==> config.mk <==
export PLATFORM = sky130hd
export DESIGN_NAME = seg_scan_mux
export DESIGN_NICKNAME = d
export VERILOG_FILES = /design/src/rtl/seg_scan_pkg.sv /design/src/rtl/scan_timebase.sv /design/src/rtl/seg_scan_mux.sv
export SDC_FILE = /design/constraint.sdc
export NUM_CORES = 1
export LEC_CHECK = 0
export BUFFER_PORTS_ARGS = -buffer_cell sky130_fd_sc_hd__buf_2
export CAP_MARGIN = 40
export CORE_UTILIZATION = 56
export DETAILED_ROUTE_END_ITERATION = 12
export PLACE_DENSITY_LB_ADDON = 0.1
export SLEW_MARGIN = 5
export SYNTH_ARGS = -nofsm -noshare
export SYNTH_HDL_FRONTEND = slang
export SYNTH_SLANG_ARGS = --single-unit
==> constraint.sdc <==
create_clock -name clk -period 3 [get_ports clk]
set_clock_uncertainty 0.2 [all_clocks]
set_input_delay 0.3 -clock clk [delete_from_list [all_inputs] [get_ports clk]]
set_output_delay 0.3 -clock clk [all_outputs]
set_load 0.005 [all_outputs]
==> src/rtl/seg_scan_pkg.sv <==
// rtl/seg_scan_pkg.sv - shared constants, slot phase type and polarity helper for the digit scanner
package seg_scan_pkg;

  localparam int NUM_DIGITS = 4;
  localparam int SEG_W      = 7;

  typedef enum logic {
    PH_BLANK = 1'b0,
    PH_DRIVE = 1'b1
  } phase_t;

  // Maps an active-high "on" bit to the pin level for the given polarity.
  function automatic logic to_pol(input logic value, input logic active_low);
    return value ^ active_low;
  endfunction

endpackage

==> src/rtl/scan_timebase.sv <==
// rtl/scan_timebase.sv - slot counter, digit index, blank/drive phase and frame strobes
module scan_timebase
  import seg_scan_pkg::*;
#(
  parameter int SCAN_DIV     = 50000,
  parameter int BLANK_CYCLES = 500,
  parameter int CNT_W        = $clog2(SCAN_DIV)
) (
  input  logic       clk,
  input  logic       reset,
  output logic [1:0] idx,
  output phase_t     phase,
  output logic       frame_wrap,
  output logic       frame_tick
);

  localparam logic [CNT_W-1:0] LAST = CNT_W'(SCAN_DIV - 1);

  logic [CNT_W-1:0] slot_cnt;
  logic             slot_wrap;

  assign slot_wrap  = (slot_cnt == LAST);
  assign frame_wrap = slot_wrap && (idx == 2'd3);

  generate
    if (BLANK_CYCLES == 0) begin : g_noblank
      assign phase = PH_DRIVE;
    end else begin : g_blank
      localparam logic [CNT_W-1:0] BLANK_VAL = CNT_W'(BLANK_CYCLES);
      assign phase = (slot_cnt < BLANK_VAL) ? PH_BLANK : PH_DRIVE;
    end
  endgenerate

  always_ff @(posedge clk or negedge reset) begin
    if (!reset) begin
      slot_cnt   <= '0;
      idx        <= 2'd0;
      frame_tick <= 1'b0;
    end else begin
      frame_tick <= frame_wrap;
      if (slot_wrap) begin
        slot_cnt <= '0;
        idx      <= idx + 2'd1;
      end else begin
        slot_cnt <= slot_cnt + 1'b1;
      end
    end
  end

endmodule

==> src/rtl/seg_scan_mux.sv <==
// rtl/seg_scan_mux.sv - frame-snapshotted 4-digit 7-segment scan multiplexer with anti-ghost blanking
module seg_scan_mux
  import seg_scan_pkg::*;
#(
  parameter int SCAN_DIV       = 50000,
  parameter int BLANK_CYCLES   = 500,
  parameter bit AN_ACTIVE_LOW  = 1'b1,
  parameter bit SEG_ACTIVE_LOW = 1'b1
) (
  input  logic                  clk,
  input  logic                  reset,
  input  logic                  enable,
  input  logic [SEG_W-1:0]      seg_first,
  input  logic [SEG_W-1:0]      seg_second,
  input  logic [SEG_W-1:0]      seg_third,
  input  logic [SEG_W-1:0]      seg_fourth,
  input  logic [NUM_DIGITS-1:0] blank_mask,
  output logic [SEG_W-1:0]      seg_out,
  output logic [NUM_DIGITS-1:0] an_out,
  output logic                  frame_tick
);

  logic [1:0]                       idx;
  phase_t                           phase;
  logic                             frame_wrap;
  logic                             primed;
  logic [NUM_DIGITS-1:0][SEG_W-1:0] snap;
  logic [NUM_DIGITS-1:0]            mask_snap;
  logic                             lit;
  logic [NUM_DIGITS-1:0]            an_raw;
  logic [SEG_W-1:0]                 seg_raw;
  logic [NUM_DIGITS-1:0]            an_nxt;
  logic [SEG_W-1:0]                 seg_nxt;

  scan_timebase #(
    .SCAN_DIV     (SCAN_DIV),
    .BLANK_CYCLES (BLANK_CYCLES)
  ) u_timebase (
    .clk        (clk),
    .reset      (reset),
    .idx        (idx),
    .phase      (phase),
    .frame_wrap (frame_wrap),
    .frame_tick (frame_tick)
  );

  // Segments follow the anode decision so the bus is never driven with every digit off.
  always_comb begin
    lit     = (phase == PH_DRIVE) && enable && primed && !mask_snap[idx];
    an_raw  = '0;
    seg_raw = '0;
    if (lit) begin
      an_raw[idx] = 1'b1;
      seg_raw     = snap[idx];
    end
    for (int i = 0; i < NUM_DIGITS; i++) an_nxt[i] = to_pol(an_raw[i], AN_ACTIVE_LOW);
    for (int i = 0; i < SEG_W; i++) seg_nxt[i] = to_pol(seg_raw[i], SEG_ACTIVE_LOW);
  end

  always_ff @(posedge clk or negedge reset) begin
    if (!reset) begin
      primed    <= 1'b0;
      snap      <= '0;
      mask_snap <= '1;
      an_out    <= {NUM_DIGITS{AN_ACTIVE_LOW}};
      seg_out   <= {SEG_W{SEG_ACTIVE_LOW}};
    end else begin
      primed <= 1'b1;
      // First edge after reset loads immediately rather than waiting a whole frame.
      if (!primed || frame_wrap) begin
        snap[0]   <= seg_first;
        snap[1]   <= seg_second;
        snap[2]   <= seg_third;
        snap[3]   <= seg_fourth;
        mask_snap <= blank_mask;
      end
      an_out  <= an_nxt;
      seg_out <= seg_nxt;
    end
  end

endmodule
==> impl_summary.md <==
Critical path
In this run the critical register-to-register path is launched from u_timebase.slot_cnt[4]$_DFF_PN0_. The critical path data required time is 3.02 ns. In this run the worst path has a maximum fanout of 27.

The number of cells on the worst reg-to-reg path is 5. At the worst endpoint, the arrival time is 2.57 ns. The critical path is of the reg -> reg type. The worst register-to-register path has a setup slack of 0.44 ns. The element type at the critical path end is a flip-flop. The launching element type of the critical path is a flip-flop. The endpoint of the lowest-slack register-to-register path is snap[21]$_DFFE_PN0P_.

Clock tree
The register clock-pin slew on the reported worst setup and hold paths is 0.07 ns. The H-tree was split into 3 levels. The clock net in this run drives a total of 63 sinks. The clock tree from TritonCTS is yes. The later pin in the worst-skew pair is clocked with a latency of 0.34 ns. In this run, CTS created clock tree buffers numbering 9. The number of buffers on the longest clock path is 2. The post-CTS setup repair buffer count is 0.

The post-CTS resize count is 0. In this run, post-CTS hold repair placed 28 buffers. The buffer type at the clock tree root is sky130_fd_sc_hd__clkbuf_8.

Logic synthesis
During synthesis, Yosys emitted a total of 0 warnings. In this run, synthesis inferred 0 flip-flops with an integrated enable. The number of register bits inferred by synthesis is 63. After synthesis, the largest family of logic cells by area is multiplexers.

The most frequently used flop master after synthesis is sky130_fd_sc_hd__dfrtp_1. The compound-gate portion of the synthesized area is 1.22%. The share of flip-flops with an asynchronous set or reset after synthesis is 100%. By area the synthesized netlist is led by sky130_fd_sc_hd__dfrtp_1 42%, sky130_fd_sc_hd__mux2_4 16%, sky130_fd_sc_hd__dfstp_2 14%. In the synthesized netlist, the number of instances is 194. The total nets after synthesis is 234. Of the total synthesized cell area, the portion taken by full adders, half adders and majority gates is 2.18%. The average cell area after synthesis is 14.8 µm².

The distinct cell type count after synthesis is 33. The leading cell type by number of instances after synthesis is sky130_fd_sc_hd__dfrtp_1. After synthesis, the largest area contributor takes up 41.9% of total cell area. The fraction of synthesized area in multiplexers is 23.2%. The simple-gate area share of the yosys netlist is 10.0%. After Yosys synthesis, XOR and XNOR cells account for 3.67% of the synthesized area.

Sequential elements use 55.7% of the synthesized area. Summed over all instances, the cell type with the most area after synthesis is sky130_fd_sc_hd__dfrtp_1. The synthesized netlist occupies a cell area of 2870 µm².

Counting instances in the post-synthesis netlist gives the leading cell types as 48 x sky130_fd_sc_hd__dfrtp_1, 30 x sky130_fd_sc_hd__mux2_4, 15 x sky130_fd_sc_hd__dfstp_2, 15 x sky130_fd_sc_hd__nand2_1, 9 x sky130_fd_sc_hd__xnor2_1.

Place
Detailed placement finished with a half-perimeter wire length of 3680 µm. Routability-driven placement finished with a final weighted congestion of 0.835. The port buffer count is 46. The cell count after placement is 303.

Prior to clock tree synthesis, the placed netlist has a worst setup slack of 0.485 ns.

Min path
The number of instances on the worst hold path is 2. The worst hold path begins at seg_third[6]. The worst hold path belongs to the class in -> reg.

The end of the worst hold path is snap[20]$_DFFE_PN0P_.

Timing
The worst slew margin relative to its limit is 57.3%. Static timing analysis puts the maximum clock frequency at 391 MHz. The accumulated negative setup slack is 0 ns. The shortest clock period the worst path allows after layout is 2.56 ns. The post-route worst setup slack is 0.443 ns. Of the available clock period, the critical path in the final layout requires 85.2%. On the final layout, the worst hold slack is 0.00847 ns. The final count of pins violating max slew was 0. The count of final hold-check violations was 0. The slew at the pin with the worst max-slew slack is 0.635 ns. Setup violations remaining at the end of the flow were counted as 0.

Setup repair after global routing left no endpoint under its margin.

Pwr
Power spread over the standard cell area amounts to 513 nW/µm². The net switching power figure is 0.000402 W. The fraction of power spent switching nets is 21.5%. Of the total power, registers draw 49.4%. After layout, the design draws a total of 0.00187 W. Of the total power, combinational logic draws 9.4%. The internal portion of the total power is 0.00147 W. The proportion of power drawn by the clock network is 41.2%. Across the VDD grid, the largest voltage drop is 0.344 mV. The static leakage is 1.62 nW.

Global route
The first global-routing pass estimated 9110 µm of wire. Summed over all layers, the global routing overflow is 0. The largest net degree at the start of global routing is 28. The number of global-route vias before repair is 1938.

The number of antenna violations at the first check in global routing is 0. The combined global-route utilization of all metal layers is 23.5%.

Job
The tool flagged a number of max-cap violations equal to 0.

Floorplan
The core area is 4820 µm². The count of standard-cell rows is 25. The die height is 73.5 µm. The floorplan step defined a die boundary enclosing 5410 µm².

The I/O pin total is 47. Measured along the x axis, the die boundary spans 73.5 µm. The initial standard-cell utilization of the core is 59.5%.

Route
After the first detailed-routing iteration, the DRC count stood at 125. Wires add up to 5560 µm. Using the TritonRoute via totals, the vias-per-cell ratio works out to 5.33. After detailed routing, the number of remaining DRC violations is 0.

The residual antenna-violating net count after detailed routing is 0. The number of search-and-repair iterations in the first detailed-routing pass is 4. In the final routed layout, each cell accounts on average for 16.0 µm. The total via count in the routed design is 1855.

Layout
The repair_antennas step left the layout with diodes totalling 0. The number of nets in the finished design is 316. The area added between synthesis and finish is 27.3%. The post-layout instance count excluding filler cells is 348. The number of fill cells is 296. The layout cell share with drive strength beyond 1 is 44.1%.

Run status
The flow ran to the end, and the final reports show no timing, DRC or antenna violations.
## placed cells by master, fill, tap and decap left out, types with 4 or more instances in the layout
master                          count
sky130_fd_sc_hd__nor2_1             7
sky130_fd_sc_hd__nand2_1           15
sky130_fd_sc_hd__nand4_1            8
sky130_fd_sc_hd__buf_2             46
sky130_fd_sc_hd__inv_1              4
sky130_fd_sc_hd__ha_1               5
sky130_fd_sc_hd__dlygate4sd3_1     29
sky130_fd_sc_hd__xnor2_1            9
sky130_fd_sc_hd__buf_4              6
sky130_fd_sc_hd__clkbuf_8          12
sky130_fd_sc_hd__nor4_1             4
sky130_fd_sc_hd__dfstp_2           15
sky130_fd_sc_hd__mux2_4            30
sky130_fd_sc_hd__mux4_2             8
sky130_fd_sc_hd__nand3_1            6
sky130_fd_sc_hd__dfrtp_1           48
## power groups by stage
stage / combinational (W) / sequential [W] / clock, W
final: 0.000175 / 0.000926 / 0.000772
after global placement: 0.000141 / 0.000935 / 0
after detailed placement: 0.000147 / 0.000939 / 0
after CTS: 0.000175 / 0.000925 / 0.000785
after floorplan: 0.000105 / 0.000928 / 0
after global routing: 0.000189 / 0.000930 / 0.000821
## final cells by class
type | count | area, µm² | share of cell area (%)
Tap cell | 67 | 83.8 | 2.30
Clock inverter | 2 | 37.5 | 1.03
Clock buffer | 14 | 173 | 4.73
Multi-Input combinational cell | 116 | 1160 | 31.8
Sequential cell | 63 | 1600 | 43.7
Timing Repair Buffer | 82 | 586 | 16.0
Inverter | 4 | 15.0 | 0.411
## cell families after synthesis
kind of cell | after synthesis
adders and majority gates | 5
and+or+nand+nor | 51
xor gates and xnor gates | 12
AOI/OAI and AO/OA | 6
other | 1
DFF | 63
buffers and inverters | 15
muxes | 41
## critical path, stage by stage (launching register included)
cell                       delay [ns]
sky130_fd_sc_hd__dfrtp_1         0.45
sky130_fd_sc_hd__or4b_4          0.59
sky130_fd_sc_hd__nor4_4          0.27
sky130_fd_sc_hd__nand2b_2        0.31
sky130_fd_sc_hd__buf_12          0.26
sky130_fd_sc_hd__mux2_1          0.34
## worst max-delay path by stage
stage / start / endpoint / slack, ns
after floorplan: u_timebase.idx[0]$_DFFE_PN0N_ / an_out[0]$_DFF_PN1_ / 0.73
after global placement: u_timebase.slot_cnt[4]$_DFF_PN0_ / snap[21]$_DFFE_PN0P_ / 0.50
after detailed placement: u_timebase.slot_cnt[4]$_DFF_PN0_ / snap[22]$_DFFE_PN0P_ / 0.49
after CTS: u_timebase.slot_cnt[4]$_DFF_PN0_ / snap[21]$_DFFE_PN0P_ / 0.44
after global routing: u_timebase.slot_cnt[4]$_DFF_PN0_ / snap[21]$_DFFE_PN0P_ / 0.37
final: u_timebase.slot_cnt[4]$_DFF_PN0_ / snap[21]$_DFFE_PN0P_ / 0.44
## sequential cells by signal, indices dropped and copies added (netlist names)
signal and flops:
an_out 4, mask_snap 4, primed 1, seg_out 7, snap 28, u_timebase.frame_tick 1, u_timebase.idx 2, u_timebase.slot_cnt 16
## per-layer routing
metal,vias up,part of all wire (%),track usage (%)
li1,847,-,-
met3,16,2.8,4.80
met4,0,3.3,14.1
met1,947,42,28.6
met5,-,0,0
met2,45,52,38.7
## through the flow
stage / area (µm²) / utilization, %
after floorplan: 2870 / -
after global placement: 3150 / 65.4
after detailed placement: 3150 / 65.4
after CTS: 3640 / 75.6
after global routing: 3650 / 75.8
final: 3650 / 75.8
Note: power is estimated with default switching activity, not from simulation.
